--- src/rtl/pipe_pkg.sv ---
`default_nettype none
// ============================================================================
// Module      : pipe_pkg
// Description : Shared types and constants for the elastic pipeline stages.
// Revision    : 1.0 - initial release
// ============================================================================
package pipe_pkg;

    typedef enum logic [1:0] {
        EMPTY = 2'd0,
        ONE   = 2'd1,
        FULL  = 2'd2
    } stage_state_t;

    typedef struct packed {
        logic       reg_wr;
        logic       mem_wr;
        logic       mem_rd;
        logic [2:0] mem_mask;
        logic [1:0] sel_wb;
    } ex_mem_ctrl_t;

    typedef struct packed {
        logic [31:0] alu_o;
        logic [31:0] wr_data;
        logic [4:0]  rd;
        logic [31:0] pc4;
    } ex_mem_data_t;

    localparam ex_mem_ctrl_t BUBBLE_CTRL = '0;
    localparam int unsigned  C_CTRL_W    = $bits(ex_mem_ctrl_t);
    localparam int unsigned  C_DATA_W    = $bits(ex_mem_data_t);

endpackage
`default_nettype wire

--- src/rtl/pipe_sat_counter.sv ---
`default_nettype none
// ============================================================================
// Module      : pipe_sat_counter
// Description : Saturating up-counter with synchronous clear (clear wins).
// Revision    : 1.0 - initial release
// ============================================================================
module pipe_sat_counter #(
    parameter int unsigned CNT_W = 16
) (
    input  logic             clk,
    input  logic             rst,
    input  logic             i_inc,
    input  logic             i_clr,
    output logic [CNT_W-1:0] o_count
);

    logic [CNT_W-1:0] r_count;

    always_ff @(posedge clk or posedge rst) begin
        if (rst) begin
            r_count <= '0;
        end else if (i_clr) begin
            r_count <= '0;
        end else if (i_inc && (r_count != {CNT_W{1'b1}})) begin
            r_count <= r_count + 1'b1;
        end
    end

    assign o_count = r_count;

endmodule
`default_nettype wire

--- src/rtl/pipe_stage_elastic.sv ---
`default_nettype none
// ============================================================================
// Module      : pipe_stage_elastic
// Description : Elastic valid/ready pipeline register with optional skid entry.
// Revision    : 1.0 - initial release
// ============================================================================
module pipe_stage_elastic
    import pipe_pkg::*;
#(
    parameter int unsigned CTRL_W      = C_CTRL_W,
    parameter int unsigned DATA_W      = C_DATA_W,
    parameter bit          SKID        = 1'b1,
    parameter bit          ZERO_BUBBLE = 1'b1,
    parameter int unsigned CNT_W       = 16
) (
    input  logic              clk,
    input  logic              rst,
    input  logic              flush,
    input  logic              in_valid,
    output logic              in_ready,
    input  logic [CTRL_W-1:0] in_ctrl,
    input  logic [DATA_W-1:0] in_data,
    output logic              out_valid,
    input  logic              out_ready,
    output logic [CTRL_W-1:0] out_ctrl,
    output logic [DATA_W-1:0] out_data,
    output logic [1:0]        occupancy,
    output logic [CNT_W-1:0]  stall_cnt,
    input  logic              stall_clr
);

    localparam logic [CTRL_W-1:0] C_BUBBLE = CTRL_W'(BUBBLE_CTRL);

    stage_state_t      r_state;
    stage_state_t      w_state_nxt;
    logic [CTRL_W-1:0] r_main_ctrl;
    logic [DATA_W-1:0] r_main_data;
    logic [CTRL_W-1:0] w_skid_ctrl;
    logic [DATA_W-1:0] w_skid_data;
    logic              w_in_fire;
    logic              w_out_fire;
    logic              w_load_main_in;
    logic              w_load_main_skid;
    logic              w_load_skid;
    logic              w_in_ready_skid;
    logic              w_in_ready_single;

    assign out_valid = (r_state != EMPTY) & ~flush;

    // The skid variant depends only on registered state; the single-entry
    // variant has to look through to out_ready to keep full throughput.
    assign w_in_ready_skid   = (r_state != FULL) & ~flush & ~rst;
    assign w_in_ready_single = (~out_valid | out_ready) & ~flush & ~rst;
    assign in_ready          = SKID ? w_in_ready_skid : w_in_ready_single;

    assign w_in_fire  = in_valid & in_ready;
    assign w_out_fire = out_valid & out_ready;

    always_comb begin
        w_state_nxt      = r_state;
        w_load_main_in   = 1'b0;
        w_load_main_skid = 1'b0;
        w_load_skid      = 1'b0;
        if (flush) begin
            w_state_nxt = EMPTY;
        end else begin
            case (r_state)
                EMPTY: begin
                    if (w_in_fire) begin
                        w_state_nxt    = ONE;
                        w_load_main_in = 1'b1;
                    end
                end
                ONE: begin
                    if (w_in_fire && w_out_fire) begin
                        w_load_main_in = 1'b1;
                    end else if (w_in_fire && SKID) begin
                        w_state_nxt = FULL;
                        w_load_skid = 1'b1;
                    end else if (w_out_fire) begin
                        w_state_nxt = EMPTY;
                    end
                end
                FULL: begin
                    if (w_out_fire) begin
                        w_state_nxt      = ONE;
                        w_load_main_skid = 1'b1;
                    end
                end
                default: w_state_nxt = EMPTY;
            endcase
        end
    end

    always_ff @(posedge clk or posedge rst) begin
        if (rst) begin
            r_state     <= EMPTY;
            r_main_ctrl <= '0;
            r_main_data <= '0;
        end else begin
            r_state <= w_state_nxt;
            if (flush) begin
                r_main_ctrl <= '0;
                r_main_data <= '0;
            end else if (w_load_main_in) begin
                r_main_ctrl <= in_ctrl;
                r_main_data <= in_data;
            end else if (w_load_main_skid) begin
                r_main_ctrl <= w_skid_ctrl;
                r_main_data <= w_skid_data;
            end
        end
    end

    generate
        if (SKID) begin : g_skid
            logic [CTRL_W-1:0] r_skid_ctrl;
            logic [DATA_W-1:0] r_skid_data;

            always_ff @(posedge clk or posedge rst) begin
                if (rst) begin
                    r_skid_ctrl <= '0;
                    r_skid_data <= '0;
                end else if (flush) begin
                    r_skid_ctrl <= '0;
                    r_skid_data <= '0;
                end else if (w_load_skid) begin
                    r_skid_ctrl <= in_ctrl;
                    r_skid_data <= in_data;
                end
            end

            assign w_skid_ctrl = r_skid_ctrl;
            assign w_skid_data = r_skid_data;
        end else begin : g_no_skid
            assign w_skid_ctrl = '0;
            assign w_skid_data = '0;
        end
    endgenerate

    // Outputs come straight from the main entry: no flow-through from in_*.
    assign out_ctrl  = out_valid ? r_main_ctrl : C_BUBBLE;
    assign out_data  = (ZERO_BUBBLE && !out_valid) ? '0 : r_main_data;
    assign occupancy = r_state;

    pipe_sat_counter #(
        .CNT_W (CNT_W)
    ) u_stall_cnt (
        .clk     (clk),
        .rst     (rst),
        .i_inc   (out_valid & ~out_ready),
        .i_clr   (stall_clr),
        .o_count (stall_cnt)
    );

    a_no_in_fire_full : assert property (@(posedge clk) disable iff (rst)
        !(w_in_fire && (r_state == FULL)));
    a_bubble_ctrl : assert property (@(posedge clk) disable iff (rst)
        out_valid || (out_ctrl == C_BUBBLE));
    a_no_full_single : assert property (@(posedge clk) disable iff (rst)
        SKID || (r_state != FULL));

endmodule
`default_nettype wire
--- config.mk ---
export PLATFORM = sky130hd
export DESIGN_NAME = pipe_stage_elastic
export DESIGN_NICKNAME = d
export VERILOG_FILES = /design/src/rtl/pipe_pkg.sv /design/src/rtl/pipe_sat_counter.sv /design/src/rtl/pipe_stage_elastic.sv
export SDC_FILE = /design/constraint.sdc
export NUM_CORES = 1
export LEC_CHECK = 0
export CORE_MARGIN = 8
export CORE_UTILIZATION = 42
export CTS_CLUSTER_DIAMETER = 60
export DETAILED_ROUTE_END_ITERATION = 10
export MAX_ROUTING_LAYER = met4
export PLACE_DENSITY = 0.74
export SLEW_MARGIN = 20
export SYNTH_ARGS = -nofsm -noshare
export SYNTH_HDL_FRONTEND = slang
export SYNTH_SLANG_ARGS = --single-unit
--- constraint.sdc ---
create_clock -name clk -period 7.7 [get_ports clk]
set_input_delay 1.54 -clock clk [delete_from_list [all_inputs] [get_ports clk]]
set_output_delay 1.54 -clock clk [all_outputs]
set_load 0.01 [all_outputs]
Yosys cells after proc, flatten, opt, wreduce, memory -nomap -nowiden
Cells that the tools add are included.

storage, ports and cells
  input bits = 115
  flip-flop bits (word level) = 236
  logic and storage cells = 63
  bits in read-only memories = 0
  latch bits = 0
  RAM bits = 0
  memories kept = 0

operators by class
  multiplexer cells = 31
  add/subtract/negate cells = 1
  reductions and logical operators = 8
  equality and inequality tests = 8
  order comparisons = 0
  shift operators = 0
  divide/modulo/power cells = 0
  multipliers = 0
  bitwise logic cells = 9

operators by type and width
  cell                                                             number
  101-bit 2-to-1 mux                                               6
  8-bit 2-to-1 mux                                                 6
  16-bit 2-to-1 mux                                                2
  16-bit by 1-bit adder with 16-bit output, second input constant  1
  16-bit != test, second input constant                            1
  2-bit 2-to-1 mux                                                 6
  1-bit 2-to-1 mux                                                 9
  3-bit != test, second input constant                             3
  1-bit AND                                                        6
  2-bit case mux with 3 select lines                               1
  2-bit nonzero test                                               3
  4-bit != test, second input constant                             1
  4-bit AND reduction                                              1
  1-bit NOT                                                        3
  3-bit nonzero test                                               1
  2-bit by 1-bit == test with 1-bit output, second input constant  1
  2-bit == test, second input constant                             1
  1-bit logical AND                                                2
  2-bit zero test                                                  1
  2-bit != test, second input constant                             1
  1-bit case mux with 2 select lines                               1

Logic depth before layout (Yosys ltp)
Gate-level depths: netlist of run 1.

  word-level depth = 10
  gate-level depth with buffers = 8
  depth with buffers taken out = 5

Cells and area by module
From an unflattened synthesis of run 1, not the netlist that was laid out.

second synthesis, totals
  cell total of the unflattened synthesis = 1,189
  area, all modules = 11,021.8 um^2

by module, submodules not included
  module              sequential area each (um^2)  cells each  times used  area an instance (um^2)
  pipe_stage_elastic  5,505.3                      1,088       1           10,089.7
  pipe_sat_counter    400.4                        101         1           932.1

Least setup slack after synthesis of run 1
OpenSTA, ideal clock, no wires.

  path type = input to output
  start = input flush
  end = output out_ctrl[0]
  stages = 6
  setup slack = 3.576 ns
  arrival time = 2.584 ns
  cell sequence = buf_2 o21bai_4 inv_1 clkbuf_1 clkbuf_1 and2_1

on the way
  word-level cells in the longest chain between the ends = 3

RTL lines
  item              RTL line                   source
  from (decl)       pipe_stage_elastic.sv:18   input logic flush,
  1-bit NOT         n/a
  1-bit AND         pipe_stage_elastic.sv:48   assign out_valid = (r_state != EMPTY) & ~flush;
  8-bit 2-to-1 mux  pipe_stage_elastic.sv:142  assign out_ctrl = out_valid ? r_main_ctrl : C_BUBBLE;
  to (decl)         pipe_stage_elastic.sv:25   output logic [CTRL_W-1:0] out_ctrl,

Every way passes these cells.

Worst setup path in the final report of run 1
  start = input flush
  end = output out_ctrl[2]

The elaborated chain is that of the path after synthesis.

==> flow_summary.json, run 1 <==
{
  "status": "finished, final reports clean",
  "wl_um": 30500,
  "drc": 0,
  "grt.total_usage_pct": 18.8,
  "crit_slowest_cell": "buf_4",
  "slew_headroom_pct": 36.7,
  "grt_setup_unrepaired": "no",
  "tightestPinTransition_ns": 0.949,
  "cp_common_cell": "buf_4",
  "grt_pass1_vias": 9280,
  "syn_to_final_growth_pct": 31.7,
  "vias": 8968,
  "ios": 244,
  "combPwrFrac_pct": 7.8,
  "final_common_cell": "clkdlybuf4s50_1",
  "grt_overflow": 0,
  "cts_tree": "built",
  "syn-cell-area_um2": 11400,
  "cts.sink_count": 236,
  "final.period_utilization_pct": 70.3,
  "clockBufferDepth": 3,
  "die_w_um": 181,
  "cp.required_ns": 6.16,
  "syn_nets": 1306,
  "cts_max_level": 1,
  "synthesis.instances": 1190,
  "synth_area_leaders": "dfrtp_1 (52%), mux2i_1 (9.8%), o21ai_0 (8.3%)",
  "hp-class": "reg2reg",
  "cp_slowest_stage_delay_ns": 0.57,
  "synth_seq_area_share_pct": 51.9,
  "instances_no_fill": 1750,
  "pwr-share-seq_pct": 44.5,
  "cts_resized": 0,
  "tns_ns": 0,
  "cts_hold_buffers": 0,
  "vias_per_cell": 5.12,
  "gp_congestion": 0.817,
  "finalHoldViolCount": 0,
  "synthArstFlopShare_pct": 100,
  "grt_max_degree": 211,
  "slew_viol_final": 0,
  "synth_edf_count": 0,
  "leakage_nw": 6.76,
  "synth_top_area_share_pct": 51.9,
  "drt_iter0_drc": 528,
  "cts_buffers": 28,
  "grt_pass1_wl_um": 49800,
  "setup_viol": 0,
  "numPortBuffers": 243,
  "ys_seq_elements": 236,
  "first_pass_iters": 5,
  "dp_cells": 1692,
  "ant_nets": 0,
  "cts.clk_slew.worst_paths_ns": 0.06,
  "fin_skew_ns": 0.0204,
  "drv_cap": 0,
  "wl_per_cell_um": 17.4,
  "worstSkewPairLatency_ns": 0.53,
  "crit_family": "buffers and inverters",
  "p_sw_w": 0.000656,
  "yosysTopAreaCell": "dfrtp_1",
  "min_period_ns": 5.42,
  "path_max_fanout": 61,
  "critPathArrivalTime_ns": 3.88,
  "crit_chain": "buf_4 > o21bai_4 > inv_2 > buf_4 > and2_1 > clkdlybuf4s50_1",
  "clk_root_buffer_cell": "clkbuf_16",
  "powerDensity_nw_per_um2": 191,
  "die_area_um2": 32600,
  "nets": 1498,
  "rows": 60,
  "post_cts_buffers": 0,
  "layout-drive-gt1-share_pct": 5.20,
  "critPathKind": "in2out",
  "hpwlAfterDp_um": 19400,
  "clockPowerShare_pct": 47.7,
  "yosys_warnings": 0,
  "cp-start-kind": "input pin",
  "intPower_w": 0.00222,
  "antenna_found_initial": 4,
  "start_util_pct": 42.5,
  "ys.flop_type": "dfrtp_1",
  "max_freq_mhz": 185,
  "critPathCaptureType": "output pin",
  "ys_types": 43,
  "final_cell_mix": "clkdlybuf4s50_1 (242), dfrtp_1 (236), nand2_1 (221), o21ai_0 (189), nand2b_1 (114)",
  "p_sw_share_pct": 22.8,
  "vdd_drop_max_uv": 137,
  "core_um2": 26800,
  "path_buf_inv": 4,
  "avgSynthCellArea_um2": 9.57,
  "chipHeight_um": 181
}
flip-flops by register name (all words and copies together), names as in the netlist:
| name | cells |
|---|---|
| u_stall_cnt.o_count | 16 |
| g_skid.r_skid_ctrl | 8 |
| r_main_ctrl | 8 |
| g_skid.r_skid_data | 101 |
| r_main_data | 101 |
| occupancy | 2 |
tightest hold or removal path, stage by stage (launching register included):
cell     delay (ns)
dfrtp_1        0.33
nand2_1        0.04
o21ai_0        0.06
metal layers:
metal	track usage, %	vias to the layer above	share of wire (%)
met4	5.59	0	2.3
met2	31.0	226	48
met3	4.58	46	6.1
li1	-	4367	-
met1	22.6	4329	44
met5	-	-	0
Yosys cell counts, types with 3 or more instances:
cell type and instances:
a21oi_1 10, and2_1 109, buf_2 37, buf_4 7
clkbuf_1 36, clkbuf_2 9, dfrtp_1 236, inv_1 5
mux2_2 5, mux2i_1 111, nand2_1 221, nand2b_1 114
nand3_1 6, nand4_1 3, nor2_1 13, nor2b_1 5
o21ai_0 189, o21ai_1 29, o31ai_1 5, o41ai_1 4
or2_1 3, or4_1 6
final cells by class:
class	count	area, um^2
Fill cell	2351	11800
Sequential cell	236	5910
Multi-Input combinational cell	859	5070
Timing Repair Buffer	252	2570
Clock buffer	42	875
Tap cell	341	427
Clock inverter	10	109
Inverter	5	22.5
Antenna cell	5	12.5
power by group through the flow:
| stage | Combinational [W] | Sequential [W] | Clock [W] |
|---|---|---|---|
| floorplan | 0.000115 | 0.00130 | 0 |
| CTS | 0.000226 | 0.00128 | 0.00140 |
| global route | 0.000244 | 0.00128 | 0.00145 |
| detailed placement | 0.000225 | 0.00130 | 0 |
| finish | 0.000223 | 0.00128 | 0.00137 |
| global placement | 0.000221 | 0.00130 | 0 |
metrics by stage:
stage          util [%]  total power, W  setup WS [ns]  hold WS [ns]  instance area (um^2)
3_3_place_gp       52.0         0.00152           2.02         0.453                 13900
3_5_place_dp       52.1         0.00153           1.87         0.463                 14000
5_1_grt            55.9         0.00298           2.07         0.493                 15000
4_1_cts            55.8         0.00290           1.87         0.476                 15000
2_1_floorplan         -         0.00141           3.07         0.442                 11400
6_report           56.0         0.00287           2.28         0.470                 15000
logic make-up (layout without fill, tap and decap cells):
group	Yosys count	in the layout	share of synthesized area, %
DFF	236	236	51.9
muxes	116	116	10.3
adders and majority gates	1	1	0.110
and+or+nand+nor	496	496	22.5
AOI/OAI and AO/OA	246	246	11.4
other	0	5	0
buffers and inverters	95	309	3.93
final timing paths:
kind,cells past startpoint,from,slack [ns],endpoint
worst max-delay path,6,flush,2.28,out_ctrl[2]
worst min-delay path,2,r_main_data[62],0.47,r_main_data[62]
worst max register to register,5,occupancy[1],4.98,r_main_data[94]
worst min register to register,2,r_main_data[62],0.47,r_main_data[62]
max in group asynchronous,3,rst,5.11,r_main_data[14]
min in group asynchronous,2,rst,1.50,occupancy[1]
No activity file was read; power rests on OpenSTA's default activity.
==> run 2: changes to the inputs <==
Settings changed: PLACE_DENSITY 0.74 to 0.71.
Clock period 7.7 ns to 5.1 ns, I/O delays scaled along.
==> flow_summary.json, run 2 (same netlist as run 1, synthesis figures left out) <==
{
  "status": "finished, final reports clean",
  "path_max_fanout": 110,
  "vias": 8830,
  "powerDensity_nw_per_um2": 280,
  "clk_root_buffer_cell": "clkbuf_16",
  "grt_max_degree": 217,
  "wl_um": 30100,
  "tightestPinTransition_ns": 1.04,
  "ios": 244,
  "clockBufferDepth": 3,
  "r2r_slack_ns": 2.36,
  "max_freq_mhz": 269,
  "worstSkewPairLatency_ns": 0.51,
  "final_common_cell": "clkdlybuf4s50_1",
  "die_w_um": 181,
  "cts_buffers": 27,
  "cts.sink_count": 236,
  "syn_to_final_growth_pct": 30.8,
  "nets": 1500,
  "min_period_ns": 3.72,
  "drt_iter0_drc": 644,
  "chipHeight_um": 181,
  "core_um2": 26800,
  "grt_setup_unrepaired": "no",
  "rows": 60,
  "power_w": 0.00417,
  "hp-class": "reg2reg",
  "final.period_utilization_pct": 72.9,
  "wl_per_cell_um": 17.2,
  "grt_pass1_wl_um": 49400,
  "grt.total_usage_pct": 18.7,
  "leakage_nw": 6.70,
  "ant_nets": 0,
  "cts_resized": 0,
  "slew_headroom_pct": 30.7,
  "cts_tree": "built",
  "start_util_pct": 42.5,
  "post_cts_buffers": 0,
  "cp-start-kind": "input pin",
  "slew_viol_final": 0,
  "cts.clk_slew.worst_paths_ns": 0.05,
  "critPathKind": "in2out",
  "grt_pass1_vias": 9158,
  "grt_overflow": 0,
  "cts_hold_buffers": 0,
  "finalHoldViolCount": 0,
  "critPathArrivalTime_ns": 2.70,
  "vdd_drop_max_uv": 183,
  "drc": 0,
  "drv_cap": 0,
  "antenna_found_initial": 4,
  "tns_ns": 0,
  "layout-drive-gt1-share_pct": 4.78,
  "fin_skew_ns": 0.00546,
  "final_cell_mix": "clkdlybuf4s50_1 (242), dfrtp_1 (236), nand2_1 (221), o21ai_0 (189), nand2b_1 (114)",
  "hpwlAfterDp_um": 19000,
  "cp.required_ns": 4.08,
  "gp_congestion": 0.809,
  "setup_viol": 0,
  "numPortBuffers": 243,
  "critPathCaptureType": "output pin",
  "cts_max_level": 1,
  "vias_per_cell": 5.05,
  "first_pass_iters": 5,
  "die_area_um2": 32600
}
run 2: changes by cell type in the layout (fill, tap and decap cells not counted), moves of 2 or more:
cell	change
buf_4	+5
clkbuf_1	+5
clkinv_2	-5
clkbuf_16	-2
run 2: area by class of cell:
| class | count | area [um^2] |
|---|---|---|
| sequential | 236 | 5910 |
| tap | 341 | 427 |
| timing repair buffer | 255 | 2570 |
| multi-input combinational | 859 | 5070 |
| inverter | 5 | 22.5 |
| clock inverter | 3 | 42.5 |
| fill | 2342 | 11900 |
| clock buffer | 45 | 843 |
| antenna | 5 | 12.5 |
run 2: critical path, cell delays in order:
cell and delay (ns):
buf_4 0.24, o21bai_4 0.24, inv_2 0.08, buf_12 0.31, and2_1 0.20, clkdlybuf4s50_1 0.55
run 2: per-stage QoR:
stage / std cells / util, % / cell area, um^2 / setup slack, ns / hold WS (ns)
after global placement: 1696 / 52.2 / 14000 / 1.33 / 0.453
after CTS: 1744 / 55.5 / 14900 / 1.35 / 0.476
after floorplan: 1190 / - / 11400 / 0.988 / 0.442
after detailed placement: 1696 / 52.2 / 14000 / 1.29 / 0.462
final: 1749 / 55.6 / 14900 / 1.38 / 0.469
after global routing: 1748 / 55.6 / 14900 / 1.25 / 0.492
run 2: per-layer routing:
layer | up-vias | part of all wire, % | global-route usage (%)
met5 | - | 0 | -
li1 | 4361 | - | -
met1 | 4262 | 45 | 23.1
met4 | 0 | 1.5 | 3.87
met3 | 29 | 4.7 | 3.55
met2 | 178 | 49 | 31.7
run 2: path summary, 6_finish.rpt:
check | startpoint | endpoint | cells past startpoint
setup / recovery | flush | out_ctrl[5] | 6
hold / removal | r_main_data[26] | r_main_data[26] | 2
setup reg to reg | occupancy[1] | r_main_data[63] | 6
hold reg to reg | r_main_data[26] | r_main_data[26] | 2
max in group asynchronous | rst | r_main_data[32] | 4
min in group asynchronous | rst | r_main_data[60] | 3
run 2: power by group:
part	switching (W)	internal [W]
Sequential	0.0000232	0.00191
Combinational	0.000181	0.000154
Clock	0.000743	0.00117
